[config.mk]
export PLATFORM = sky130hd
export DESIGN_NAME = alu_sequencer
export DESIGN_NICKNAME = d
export VERILOG_FILES = /design/src/rtl/alu_sequencer_pkg.sv /design/src/rtl/alu_sequencer_reg_file.sv /design/src/rtl/alu_sequencer.sv
export SDC_FILE = /design/constraint.sdc
export NUM_CORES = 1
export LEC_CHECK = 0
export ABC_AREA = 1
export CAP_MARGIN = 25
export CELL_PAD_IN_SITES_DETAIL_PLACEMENT = 2
export CELL_PAD_IN_SITES_GLOBAL_PLACEMENT = 2
export CORE_AREA = 2 2 171 173
export CTS_CLUSTER_SIZE = 16
export DETAILED_ROUTE_END_ITERATION = 6
export DIE_AREA = 0 0 173 175
export PLACE_DENSITY = 0.89
export SETUP_SLACK_MARGIN = 0.1
export SLEW_MARGIN = 20
export SYNTH_ARGS = -nofsm -noshare
export SYNTH_HDL_FRONTEND = slang
export SYNTH_SLANG_ARGS = --single-unit
[constraint.sdc]
create_clock -name clk -period 10.9 [get_ports clk]
set_clock_uncertainty 0.05 [all_clocks]
set_input_delay 2.18 -clock clk [delete_from_list [all_inputs] [get_ports clk]]
set_output_delay 2.18 -clock clk [all_outputs]
set_load 0.03 [all_outputs]
[src/rtl/alu_sequencer_pkg.sv]
// rtl/alu_sequencer_pkg.sv - shared opcodes, FSM states and decode helpers for alu_sequencer
//
// Purpose: single home for the instruction-set encodings and the sequencer
// state encoding, plus small decode helpers used by the top level.
// Ports: none (package).

package alu_sequencer_pkg;

  // Sequencer states
  typedef enum logic [2:0] {
    FETCH  = 3'd0,
    DECODE = 3'd1,
    EXEC   = 3'd2,
    WB     = 3'd3,
    HALT   = 3'd4
  } state_t;

  // Instruction word fields: [15:11] opcode, [10:8] rd, [7:5] rs, [7:0] imm8
  localparam int NUM_REGS = 8;
  localparam int DATA_W   = 16;

  // ALU opcodes (passed straight through to the ALU)
  localparam logic [4:0] OP_NOP = 5'h00;
  localparam logic [4:0] OP_ADD = 5'h01;
  localparam logic [4:0] OP_ADC = 5'h02;
  localparam logic [4:0] OP_SUB = 5'h03;
  localparam logic [4:0] OP_INC = 5'h04;
  localparam logic [4:0] OP_DEC = 5'h05;
  localparam logic [4:0] OP_AND = 5'h06;
  localparam logic [4:0] OP_OR  = 5'h07;
  localparam logic [4:0] OP_XOR = 5'h08;
  localparam logic [4:0] OP_NOT = 5'h09;
  localparam logic [4:0] OP_CMP = 5'h0A;

  // Sequencer-local opcodes (never reach the ALU)
  localparam logic [4:0] OP_LDI = 5'h10;
  localparam logic [4:0] OP_MOV = 5'h11;
  localparam logic [4:0] OP_JMP = 5'h18;
  localparam logic [4:0] OP_JZ  = 5'h19;
  localparam logic [4:0] OP_JC  = 5'h1A;
  localparam logic [4:0] OP_JN  = 5'h1B;
  localparam logic [4:0] OP_HLT = 5'h1F;

  // Opcodes 01..0A are issued to the ALU.
  function automatic logic is_alu_op(input logic [4:0] op);
    return (op >= OP_ADD) && (op <= OP_CMP);
  endfunction

  // Logic ops leave carry untouched; arithmetic ops and CMP update it.
  function automatic logic updates_carry(input logic [4:0] op);
    return is_alu_op(op) && !(op inside {OP_AND, OP_OR, OP_XOR, OP_NOT});
  endfunction

  // CMP only produces flags; every other ALU op writes R[rd].
  function automatic logic writes_result(input logic [4:0] op);
    return is_alu_op(op) && (op != OP_CMP);
  endfunction

endpackage

[src/rtl/alu_sequencer_reg_file.sv]
// rtl/alu_sequencer_reg_file.sv - 8x16 register file, two async read ports, one sync write port
//
// Purpose: architectural registers R0..R7 of the sequencer.
// Ports:
//   clk, rst            clock, asynchronous active-high clear of all registers
//   we, waddr, wdata    synchronous write port
//   raddr_a / rdata_a   combinational read port A
//   raddr_b / rdata_b   combinational read port B
// A read and a write of the same register in one cycle returns the old value.

module alu_sequencer_reg_file
  import alu_sequencer_pkg::*;
(
  input  logic              clk,
  input  logic              rst,
  input  logic              we,
  input  logic [2:0]        waddr,
  input  logic [DATA_W-1:0] wdata,
  input  logic [2:0]        raddr_a,
  output logic [DATA_W-1:0] rdata_a,
  input  logic [2:0]        raddr_b,
  output logic [DATA_W-1:0] rdata_b
);

  logic [DATA_W-1:0] regs [0:NUM_REGS-1];

  always_ff @(posedge clk or posedge rst) begin
    if (rst) begin
      for (int i = 0; i < NUM_REGS; i++) begin
        regs[i] <= '0;
      end
    end else if (we) begin
      regs[waddr] <= wdata;
    end
  end

  assign rdata_a = regs[raddr_a];
  assign rdata_b = regs[raddr_b];

endmodule

[src/rtl/alu_sequencer.sv]
// rtl/alu_sequencer.sv - multi-cycle fetch/decode/execute sequencer driving a registered 16-bit ALU
//
// Purpose: fetches 16-bit instructions, issues one ALU operation per ALU
// instruction, writes results back to the register file and resolves
// conditional jumps from the captured C/Z/N flags.
// Ports:
//   clk, rst                  clock, asynchronous active-high reset
//   imem_req/addr/rdata/valid instruction fetch handshake (req held until valid)
//   alu_en/op/a/b             ALU issue side (alu_en is a one-cycle pulse)
//   alu_out/c/z               ALU result side, valid the cycle after alu_en
//   halted                    high once HLT has been decoded
//   pc                        current program counter (debug)
// Cycle budget: ALU instruction = fetch + DECODE + EXEC + WB;
// LDI/MOV/NOP/jumps = fetch + DECODE.

module alu_sequencer
  import alu_sequencer_pkg::*;
#(
  parameter int ADDR_W = 8,
  parameter int RST_PC = 0
) (
  input  logic              clk,
  input  logic              rst,
  output logic              imem_req,
  output logic [ADDR_W-1:0] imem_addr,
  input  logic [15:0]       imem_rdata,
  input  logic              imem_valid,
  output logic              alu_en,
  output logic [4:0]        alu_op,
  output logic [15:0]       alu_a,
  output logic [15:0]       alu_b,
  input  logic [15:0]       alu_out,
  input  logic              alu_c,
  input  logic              alu_z,
  output logic              halted,
  output logic [ADDR_W-1:0] pc
);

  state_t state;
  state_t state_nxt;

  logic [15:0] ir;
  logic        flag_c;
  logic        flag_z;
  logic        flag_n;

  logic [4:0]  ir_op;
  logic [2:0]  ir_rd;
  logic [2:0]  ir_rs;
  logic [7:0]  ir_imm;

  logic [15:0] rd_val;
  logic [15:0] rs_val;
  logic        rf_we;
  logic [15:0] rf_wdata;
  logic        jump_taken;

  assign ir_op  = ir[15:11];
  assign ir_rd  = ir[10:8];
  assign ir_rs  = ir[7:5];
  assign ir_imm = ir[7:0];

  assign imem_addr = pc;

  alu_sequencer_reg_file u_reg_file (
    .clk     (clk),
    .rst     (rst),
    .we      (rf_we),
    .waddr   (ir_rd),
    .wdata   (rf_wdata),
    .raddr_a (ir_rd),
    .rdata_a (rd_val),
    .raddr_b (ir_rs),
    .rdata_b (rs_val)
  );

  // State register
  always_ff @(posedge clk or posedge rst) begin
    if (rst) begin
      state <= FETCH;
    end else begin
      state <= state_nxt;
    end
  end

  // Next state and control outputs
  always_comb begin
    state_nxt = state;
    imem_req  = 1'b0;
    alu_en    = 1'b0;
    alu_op    = '0;
    alu_a     = '0;
    alu_b     = '0;
    halted    = 1'b0;

    case (state)
      FETCH: begin
        // The reset state is FETCH, so the request is masked while rst is
        // still asserted to keep imem_req low during reset.
        imem_req = !rst;
        if (imem_valid) begin
          state_nxt = DECODE;
        end
      end

      DECODE: begin
        if (is_alu_op(ir_op)) begin
          state_nxt = EXEC;
        end else if (ir_op == OP_HLT) begin
          state_nxt = HALT;
        end else begin
          // LDI/MOV/jumps complete here; NOP and undefined opcodes do nothing.
          state_nxt = FETCH;
        end
      end

      EXEC: begin
        alu_en    = 1'b1;
        alu_op    = ir_op;
        alu_a     = rd_val;
        alu_b     = rs_val;
        state_nxt = WB;
      end

      WB: begin
        state_nxt = FETCH;
      end

      HALT: begin
        halted = 1'b1;
      end

      default: begin
        state_nxt = FETCH;
      end
    endcase
  end

  // Jump condition uses the flags captured by the most recent ALU writeback.
  always_comb begin
    jump_taken = 1'b0;
    case (ir_op)
      OP_JMP:  jump_taken = 1'b1;
      OP_JZ:   jump_taken = flag_z;
      OP_JC:   jump_taken = flag_c;
      OP_JN:   jump_taken = flag_n;
      default: jump_taken = 1'b0;
    endcase
  end

  // Register file write: LDI/MOV in DECODE, ALU result in WB.
  always_comb begin
    rf_we    = 1'b0;
    rf_wdata = alu_out;
    if (state == DECODE) begin
      if (ir_op == OP_LDI) begin
        rf_we    = 1'b1;
        rf_wdata = {8'h00, ir_imm};
      end else if (ir_op == OP_MOV) begin
        rf_we    = 1'b1;
        rf_wdata = rs_val;
      end
    end else if (state == WB) begin
      rf_we    = writes_result(ir_op);
      rf_wdata = alu_out;
    end
  end

  // Program counter, instruction register and flags
  always_ff @(posedge clk or posedge rst) begin
    if (rst) begin
      pc     <= ADDR_W'(RST_PC);
      ir     <= '0;
      flag_c <= 1'b0;
      flag_z <= 1'b0;
      flag_n <= 1'b0;
    end else begin
      case (state)
        FETCH: begin
          if (imem_valid) begin
            ir <= imem_rdata;
            pc <= pc + ADDR_W'(1);
          end
        end

        DECODE: begin
          if (jump_taken) begin
            pc <= ADDR_W'(ir_imm);
          end
        end

        WB: begin
          if (updates_carry(ir_op)) begin
            flag_c <= alu_c;
          end
          flag_z <= alu_z;
          // N is derived from the result sign here; the ALU does not supply it.
          flag_n <= alu_out[15];
        end

        default: begin
        end
      endcase
    end
  end

endmodule

# Word level (Yosys, flattened, before mapping)
# Cells that the tools add are included.
# word_totals
register_bits	158
input_bits	37
output_inout_bits	56
wordCells	84
# classes
n_bitwise	3
n_eq_ne	18
reduce_logical	13
n_lt_le_gt_ge	5
muxes	30
n_addsub	1
# op_table
cell	n
$mux W16	10
$bwmux W128	1
$bmux W16 S3	2
$demux W16 S3	1
$eq A5 B5 Y1 const B	7
$mux W8	2
$pmux W8 S2	1
$pmux W3 S4	1
$eq A5 B3 Y1 const B	2
$eq A5 B4 Y1 const B	2
$mux W3	3
$add A8 B1 Y8 const B	1
$ge A4 B4 Y1 const B	2
$not A3 Y4	2
$mux W1	7
$eq A3 B2 Y1 const B	2
$reduce_and A2 Y1	3
$ge A5 B1 Y1 const B	1
$le A5 B4 Y1 const B	1
$mux W5	1
$ne A5 B4 Y1 const B	1
$logic_and A1 B1 Y1	4
$lt A4 B1 Y1 const B	1
$ne A2 B2 Y1 const B	2
9 further kinds	10

# Longest topological paths before layout
# Gate-level depths: netlist of the first run.
# logic_depth
depth_word	8
mapped_depth	12
depth_no_buf	10

# Modules after synthesis
# From an unflattened synthesis of the first run, not the netlist that was laid out.
# unflattened
cells_unflattened	1523
area_unflattened_um2	9739.3
# by_module_without_submodules
mod	seq_area_each_um2	n_inst	cells_each	area_each_um2
alu_sequencer_reg_file	3203.1	1	1166	7494.7
alu_sequencer	750.7	1	357	2244.7

# Worst setup path before layout of the first run
# No wires, ideal clock.
# synth_path
kind	input to output
start	input rst
end	output imem_req
t_required_ns	8.670
stages	1
slack_ns	5.809
t_arrival_ns	2.861
path_cell_list	nor3_1
# synth_via
elab_chain_len	2
# synth_lines
item	line	source
from (decl)	alu_sequencer.sv:23	input logic rst,
$logic_not A1 Y1 (no line)	--	
$mux W1	alu_sequencer.sv:96	case (state)
to (decl)	alu_sequencer.sv:24	output logic imem_req,
# Every way passes these cells.

# Worst setup path after layout of the first run
# layout_path
start	register ir[8]
end	output alu_a[6]
# layout_via
elab_chain_len	5
# layout_lines
item	line	source
from (decl)	alu_sequencer.sv:42	logic [15:0] ir;
from (signal assigned)	alu_sequencer.sv:181	ir <= imem_rdata;
$not A3 Y4 (implied by the code)	alu_sequencer_reg_file.sv:37	assign rdata_a = regs[raddr_a];
$bmux W16 S3	alu_sequencer_reg_file.sv:37	
$mux W16 (implied by the code) (2 in series)	alu_sequencer_reg_file.sv:37	
$mux W16	alu_sequencer.sv:96	
to (decl)	alu_sequencer.sv:30	output logic [15:0] alu_a,
# Every way passes these cells. The select of a mux whose other input is x is not followed.

==> results.ini, run 1 <==
[critical_path]
cp.required_ps=8670
worstPathArrival_ps=4000
start_kind=flip-flop
crit_type=reg -> out
crit_fanout=69
cp-end-kind=output pin

[sta]
hold_viol=0
maxSlewViolCount=0
relSlewSlack_pct=25.4
worst-slew-pin-transition_ps=1120
hold_ws_ps=437
rsz0062_at_grt=false
setup_viol=0
min_period_ps=6230
clock.fmax_ghz=0.161
fin_setup_tns_ps=0
fin_crit_sh_pct=57.1

[floorplanning]
initial_core_util_pct=33.5
die_w_um=173
core_area_um2=28400
num_io_pins=93
dieArea_um2=30300
rows=62
die_y_um=175

[cts]
cts_tree=yes
cts.sinks=158
post-cts-setup-buffers=0
cts-hold-fix-buffers=0
cts_buffers=17
ctsResizeCount=0
clk_latency_ps=450
path_clk_slew_ps=70
htree_levels=4
cts_buffer_depth=2
cts-root-buf=clkbuf_16

[placed_design]
dp_hpwl_um=26800
place.gp.congestion=0.800
portBuffers=92
place_area_um2=10700

[final_layout]
drive_gt1_share_pct=4.94
layout.nets=1565
diodes=0
fin_area_um2=11300
fill_cells=3387
syn_to_final_growth_pct=19.3

[global_route]
grt_pass1_vias=12400
grt-ovfl-total=0
grt_first_pass_wirelength_um=75300
grt_max_degree=89
grt_use_total_pct=32.5
antenna_found_initial=0

[pwr]
leakagePower_nw=6.03
ir_worst_vdd_uv=139
powerDensity_nw_per_um2=289

[routing]
firstDrtPassIters=5
drtIter0Drc=1002
via_per_inst=5.61
post_drt_wl_per_cell_um=25.4
wirelength_um=48800
vias=10800
drc_errors=0
postRouteAntennaNets=0

[yosys]
synth_seq_cells=158
yosys.area_share.adder_pct=0.132
synth_top_family_by_area=simple AND/OR/NAND/NOR gates
yosysSeqAreaShare_pct=41.6
synth_warnings=0
syn_inst=1478
synth_area_leaders=dfrtp_1 (42%), nand2_1 (27%), inv_1 (6.8%), nand3_1 (5.6%), o21ai_0 (3.7%)
synth-xor-area-share_pct=0.184
synth-compound-area-share_pct=9.77
synth_cell_types=30
synth.largest_area_cell=dfrtp_1
syn_area_per_cell_um2=6.43
syn_nets=1516
syn_area_um2=9510
netlist.area_leader.share_pct=41.6
synthMuxAreaShare_pct=0.118
synth-simple-area-share_pct=37.3

[worst_hold_path]
hold_class=reg -> reg

[run]
cap_violations=0

[outcome]
outcome=complete, no violations

path summary, 6_finish.rpt:
path	endpoint	cells past startpoint	slack, ps	from
worst min register to register	u_reg_file.regs[33]$_DFFE_PP0P_	2	440	u_reg_file.regs[33]$_DFFE_PP0P_
worst max-delay path	alu_a[6]	7	4670	ir[8]$_DFFE_PP0P_
worst max register to register	u_reg_file.regs[51]$_DFFE_PP0P_	7	7010	ir[8]$_DFFE_PP0P_
min in group asynchronous	flag_c$_DFFE_PP0P_	2	2250	rst
max in group asynchronous	u_reg_file.regs[99]$_DFFE_PP0P_	4	7280	rst
worst min-delay path	u_reg_file.regs[33]$_DFFE_PP0P_	2	440	u_reg_file.regs[33]$_DFFE_PP0P_
worst max-delay path: stages, from the launching register on:
cell	delay (ps)
dfrtp_2	390
buf_4	360
inv_2	720
nand3_1	330
inv_1	670
nand2_1	140
a21oi_1	200
clkdlybuf4s50_1	720
cells in the final DEF (no fill, tap or decap), types with 2 or more instances in the layout:
| master | instances |
|---|---|
| a21oi_1 | 57 |
| a21oi_2 | 11 |
| a21oi_4 | 5 |
| buf_16 | 2 |
| buf_4 | 10 |
| bufinv_16 | 2 |
| clkbuf_1 | 2 |
| clkbuf_16 | 17 |
| clkbuf_8 | 4 |
| clkdlybuf4s50_1 | 92 |
| clkinv_1 | 2 |
| clkinv_2 | 2 |
| clkinvlp_4 | 4 |
| dfrtp_1 | 156 |
| dfrtp_2 | 2 |
| inv_1 | 171 |
| inv_2 | 5 |
| nand2_1 | 685 |
| nand3_1 | 106 |
| nand4_1 | 4 |
| nor2_1 | 90 |
| nor2_2 | 4 |
| nor3_1 | 3 |
| o21ai_0 | 70 |
| o21bai_1 | 4 |
| o22ai_1 | 16 |
Yosys cell counts:
cell	number
nor2_1	92
nand4_4	1
nor2_2	2
buf_1	12
o211ai_1	1
a21boi_0	1
clkinv_1	3
xnor2_1	1
o21ai_0	70
a21oi_1	57
nand2_2	1
o21bai_1	4
nand2_1	685
clkbuf_1	33
inv_2	3
a21oi_2	16
buf_4	17
ha_1	1
dfrtp_1	158
xor2_1	1
nand3_1	106
mux2_2	1
nand4_1	4
nand3_2	1
inv_1	173
buf_2	13
nor3_1	3
nor2_4	1
o22ai_1	16
o31ai_1	1
flip-flops by register name (all words and copies together), names as in the netlist:
signal           flops
u_reg_file.regs    128
ir                  16
imem_addr            8
state                3
flag_c               1
flag_n               1
flag_z               1
area by class of cell:
| cell class | instances | area (µm²) | area share [%] |
|---|---|---|---|
| Timing Repair Buffer | 105 | 1070 | 9.40 |
| Inverter | 179 | 677 | 5.97 |
| Tap cell | 384 | 480 | 4.24 |
| Sequential cell | 158 | 3960 | 34.9 |
| Clock buffer | 23 | 488 | 4.30 |
| Multi-Input combinational cell | 1066 | 4560 | 40.2 |
| Clock inverter | 9 | 109 | 0.960 |
power breakdown:
group,internal [mW],switching (mW)
clock network,0.362,0.280
logic,0.461,1.22
registers,0.768,0.185
logic make-up (layout without fill, tap and decap cells):
logic type      Yosys count  in the layout
mux                       1              1
simple gates            896            896
xor+xnor                  2              2
buf+inv                 254            316
fa+ha+maj                 1              1
compound gates          166            166
flops                   158            158
stage by stage:
step                std cells  worst slack (ps)  util (%)  total power [mW]
floorplan                1478              4410         -              1.91
global placement         1889              5100      37.4              2.40
detailed placement       1890              5050      37.6              2.51
CTS                      1922              4710      39.7              3.24
global route             1924              4540      39.9              3.45
finish                   1924              4670      39.9              3.28
layer usage:
layer	part of all wire, %	GRT usage, %	up-vias	wire, µm
li1	-	-	4624	-
met1	40	39.8	5548	19600
met2	48	55.2	460	23700
met3	6.2	5.29	171	3030
met4	5.2	17.3	0	2530
met5	0	0	-	0
No activity file was read; power rests on OpenSTA's default activity.
==> inputs of run 2 (changes only) <==
- CORE_AREA: 2 2 171 173 -> 2 2 176 178
- DIE_AREA: 0 0 173 175 -> 0 0 178 180
- PLACE_DENSITY: 0.89 -> 0.84
- clock period: 10.9 -> 5.9 ns (I/O delays scaled with it)
==> run 2 against run 1 <==
  * Power rose by 80%
  * Global-route usage is 3.8 points lower
  * Critical path depth is 1 lower
  * Worst hold slack worse by 2.4 ps
==> results.ini, run 2 (synthesis results as in run 1) <==
[outcome]
outcome=complete, no violations  ; unchanged

[floorplanning]
initial_core_util_pct=31.5  ; was 33.5%
dieArea_um2=32000  ; was 30300 µm²
die_y_um=180  ; was 175 µm
die_w_um=178  ; was 173 µm
num_io_pins=93  ; unchanged
rows=64  ; was 62
core_area_um2=30200  ; was 28400 µm²

[sta]
min_period_ps=4520
hold_ws_ps=435  ; was 437 ps
fin_ws_ps=1380  ; was 4670 ps
worst-slew-pin-transition_ps=1150  ; was 1120 ps
maxSlewViolCount=0  ; unchanged
fin_setup_tns_ps=0  ; unchanged
clock.fmax_ghz=0.221
setup_viol=0  ; unchanged
fin_crit_sh_pct=76.7
relSlewSlack_pct=23.1  ; was 25.4%
hold_viol=0  ; unchanged
rsz0062_at_grt=false  ; unchanged

[critical_path]
cp-end-kind=output pin  ; unchanged
critical_path.endpoint=alu_a[11]  ; was alu_a[6]
rr_startpoint=state[2]$_DFFE_PP0P_  ; was ir[8]$_DFFE_PP0P_
cp.required_ps=4670  ; was 8670 ps
start_kind=flip-flop  ; unchanged
crit_start=ir[10]$_DFFE_PP0P_  ; was ir[8]$_DFFE_PP0P_
crit_type=reg -> out  ; unchanged
r2r_end=u_reg_file.regs[103]$_DFFE_PP0P_  ; was u_reg_file.regs[51]$_DFFE_PP0P_
crit_fanout=17  ; was 69
worstPathArrival_ps=3290  ; was 4000 ps
reg2reg_depth=9  ; was 7
r2r_slack_ps=2500  ; was 7010 ps

[cts]
cts_buffers=17  ; unchanged
cts_buffer_depth=2  ; unchanged
clk_latency_ps=460  ; was 450 ps
ctsResizeCount=0  ; unchanged
post-cts-setup-buffers=0  ; unchanged
htree_levels=4  ; unchanged
cts.sinks=158  ; unchanged
cts-hold-fix-buffers=0  ; unchanged
cts_tree=yes  ; unchanged
path_clk_slew_ps=70  ; about the same
cts-root-buf=clkbuf_16  ; unchanged

[global_route]
grt_pass1_vias=11600  ; was 12400
grt-ovfl-total=0  ; unchanged
grt_use_met1_pct=37.1  ; was 39.8%
grt_max_degree=93  ; was 89
globalRouteMet3Util_pct=5.03  ; was 5.29%
grt_use_total_pct=28.7  ; was 32.5%
busiest_layer=met2  ; unchanged
met2_usage_pct=47.3  ; was 55.2%
grt_first_pass_wirelength_um=69100  ; was 75300 µm
antenna_found_initial=0  ; unchanged

[routing]
firstDrtPassIters=5  ; unchanged
post_drt_wl_per_cell_um=23.0  ; was 25.4 µm
vias=10500  ; was 10800
via_per_inst=5.39  ; was 5.61
postRouteAntennaNets=0  ; unchanged
wirelength_um=44700  ; was 48800 µm
drtIter0Drc=750  ; was 1002
drc_errors=0  ; unchanged

[final_layout]
largest_reg_flops=128  ; unchanged
top_register=u_reg_file.regs  ; unchanged
diodes=0  ; unchanged
final_common_cell=nand2_1  ; unchanged
layout.nets=1574  ; was 1565
final_cell_mix=nand2_1 (685), inv_1 (171), dfrtp_1 (156)  ; unchanged
drive_gt1_share_pct=5.36  ; was 4.94%
syn_to_final_growth_pct=19.7  ; was 19.3%

[placed_design]
pre_cts_slack_ps=1910  ; was 5050 ps
place.gp.congestion=0.811  ; was 0.800
dp_hpwl_um=27900  ; was 26800 µm
portBuffers=92  ; unchanged

[pwr]
power.total_mw=5.89  ; was 3.28 mW
leakagePower_nw=6.05  ; was 6.03 nW
ir_worst_vdd_uv=262  ; was 139 µV
powerDensity_nw_per_um2=518  ; was 289 nW/µm²

[worst_hold_path]
hold_class=reg -> reg  ; unchanged

[run]
cap_violations=0  ; unchanged

-- run 2: worst min-delay path by stage --
stage	from	endpoint	slack, ps	cells after the start
after floorplan	flag_z$_DFFE_PP0P_	flag_z$_DFFE_PP0P_	390	2
after global placement	u_reg_file.regs[36]$_DFFE_PP0P_	u_reg_file.regs[36]$_DFFE_PP0P_	410	2
after detailed placement	u_reg_file.regs[34]$_DFFE_PP0P_	u_reg_file.regs[34]$_DFFE_PP0P_	420	2
after CTS	u_reg_file.regs[44]$_DFFE_PP0P_	u_reg_file.regs[44]$_DFFE_PP0P_	440	2
after global routing	u_reg_file.regs[34]$_DFFE_PP0P_	u_reg_file.regs[34]$_DFFE_PP0P_	460	2
final	u_reg_file.regs[34]$_DFFE_PP0P_	u_reg_file.regs[34]$_DFFE_PP0P_	430	2
-- run 2: final cells by class --
cell class	count	area, µm²
clock buffer	22	464
clock inverter	10	90.1
fill	3633	18800
inverter	179	677
multi-input combinational	1066	4520
sequential	158	3960
tap	396	495
timing repair buffer	114	1170
-- run 2: worst max-delay path, stage by stage (launching register included) --
cell and delay (ps):
dfrtp_1 440, nor2_2 800, o21ai_0 250, o22ai_1 240, nor2_1 70, a21oi_1 290
clkdlybuf4s50_1 760
-- run 2: stage by stage --
step / instance area [µm²] / utilization, % / cells
floorplan: 9510 / - / 1478
global placement: 10700 / 35.4 / 1906
detailed placement: 10800 / 35.8 / 1912
CTS: 11400 / 37.6 / 1944
global route: 11400 / 37.7 / 1945
finish: 11400 / 37.7 / 1945
-- run 2: power by group --
part / total (mW) / switching [mW] / internal, mW
logic: 3.00 / 2.10 / 0.901
clock network: 1.12 / 0.515 / 0.600
registers: 1.78 / 0.356 / 1.42
total: 5.89 / 2.97 / 2.92
-- run 2: layer usage --
metal / vias up / wire length [µm]
met5: - / 0
met3: 93 / 2480
li1: 4637 / -
met1: 5408 / 19300
met2: 346 / 21500
met4: 0 / 1420
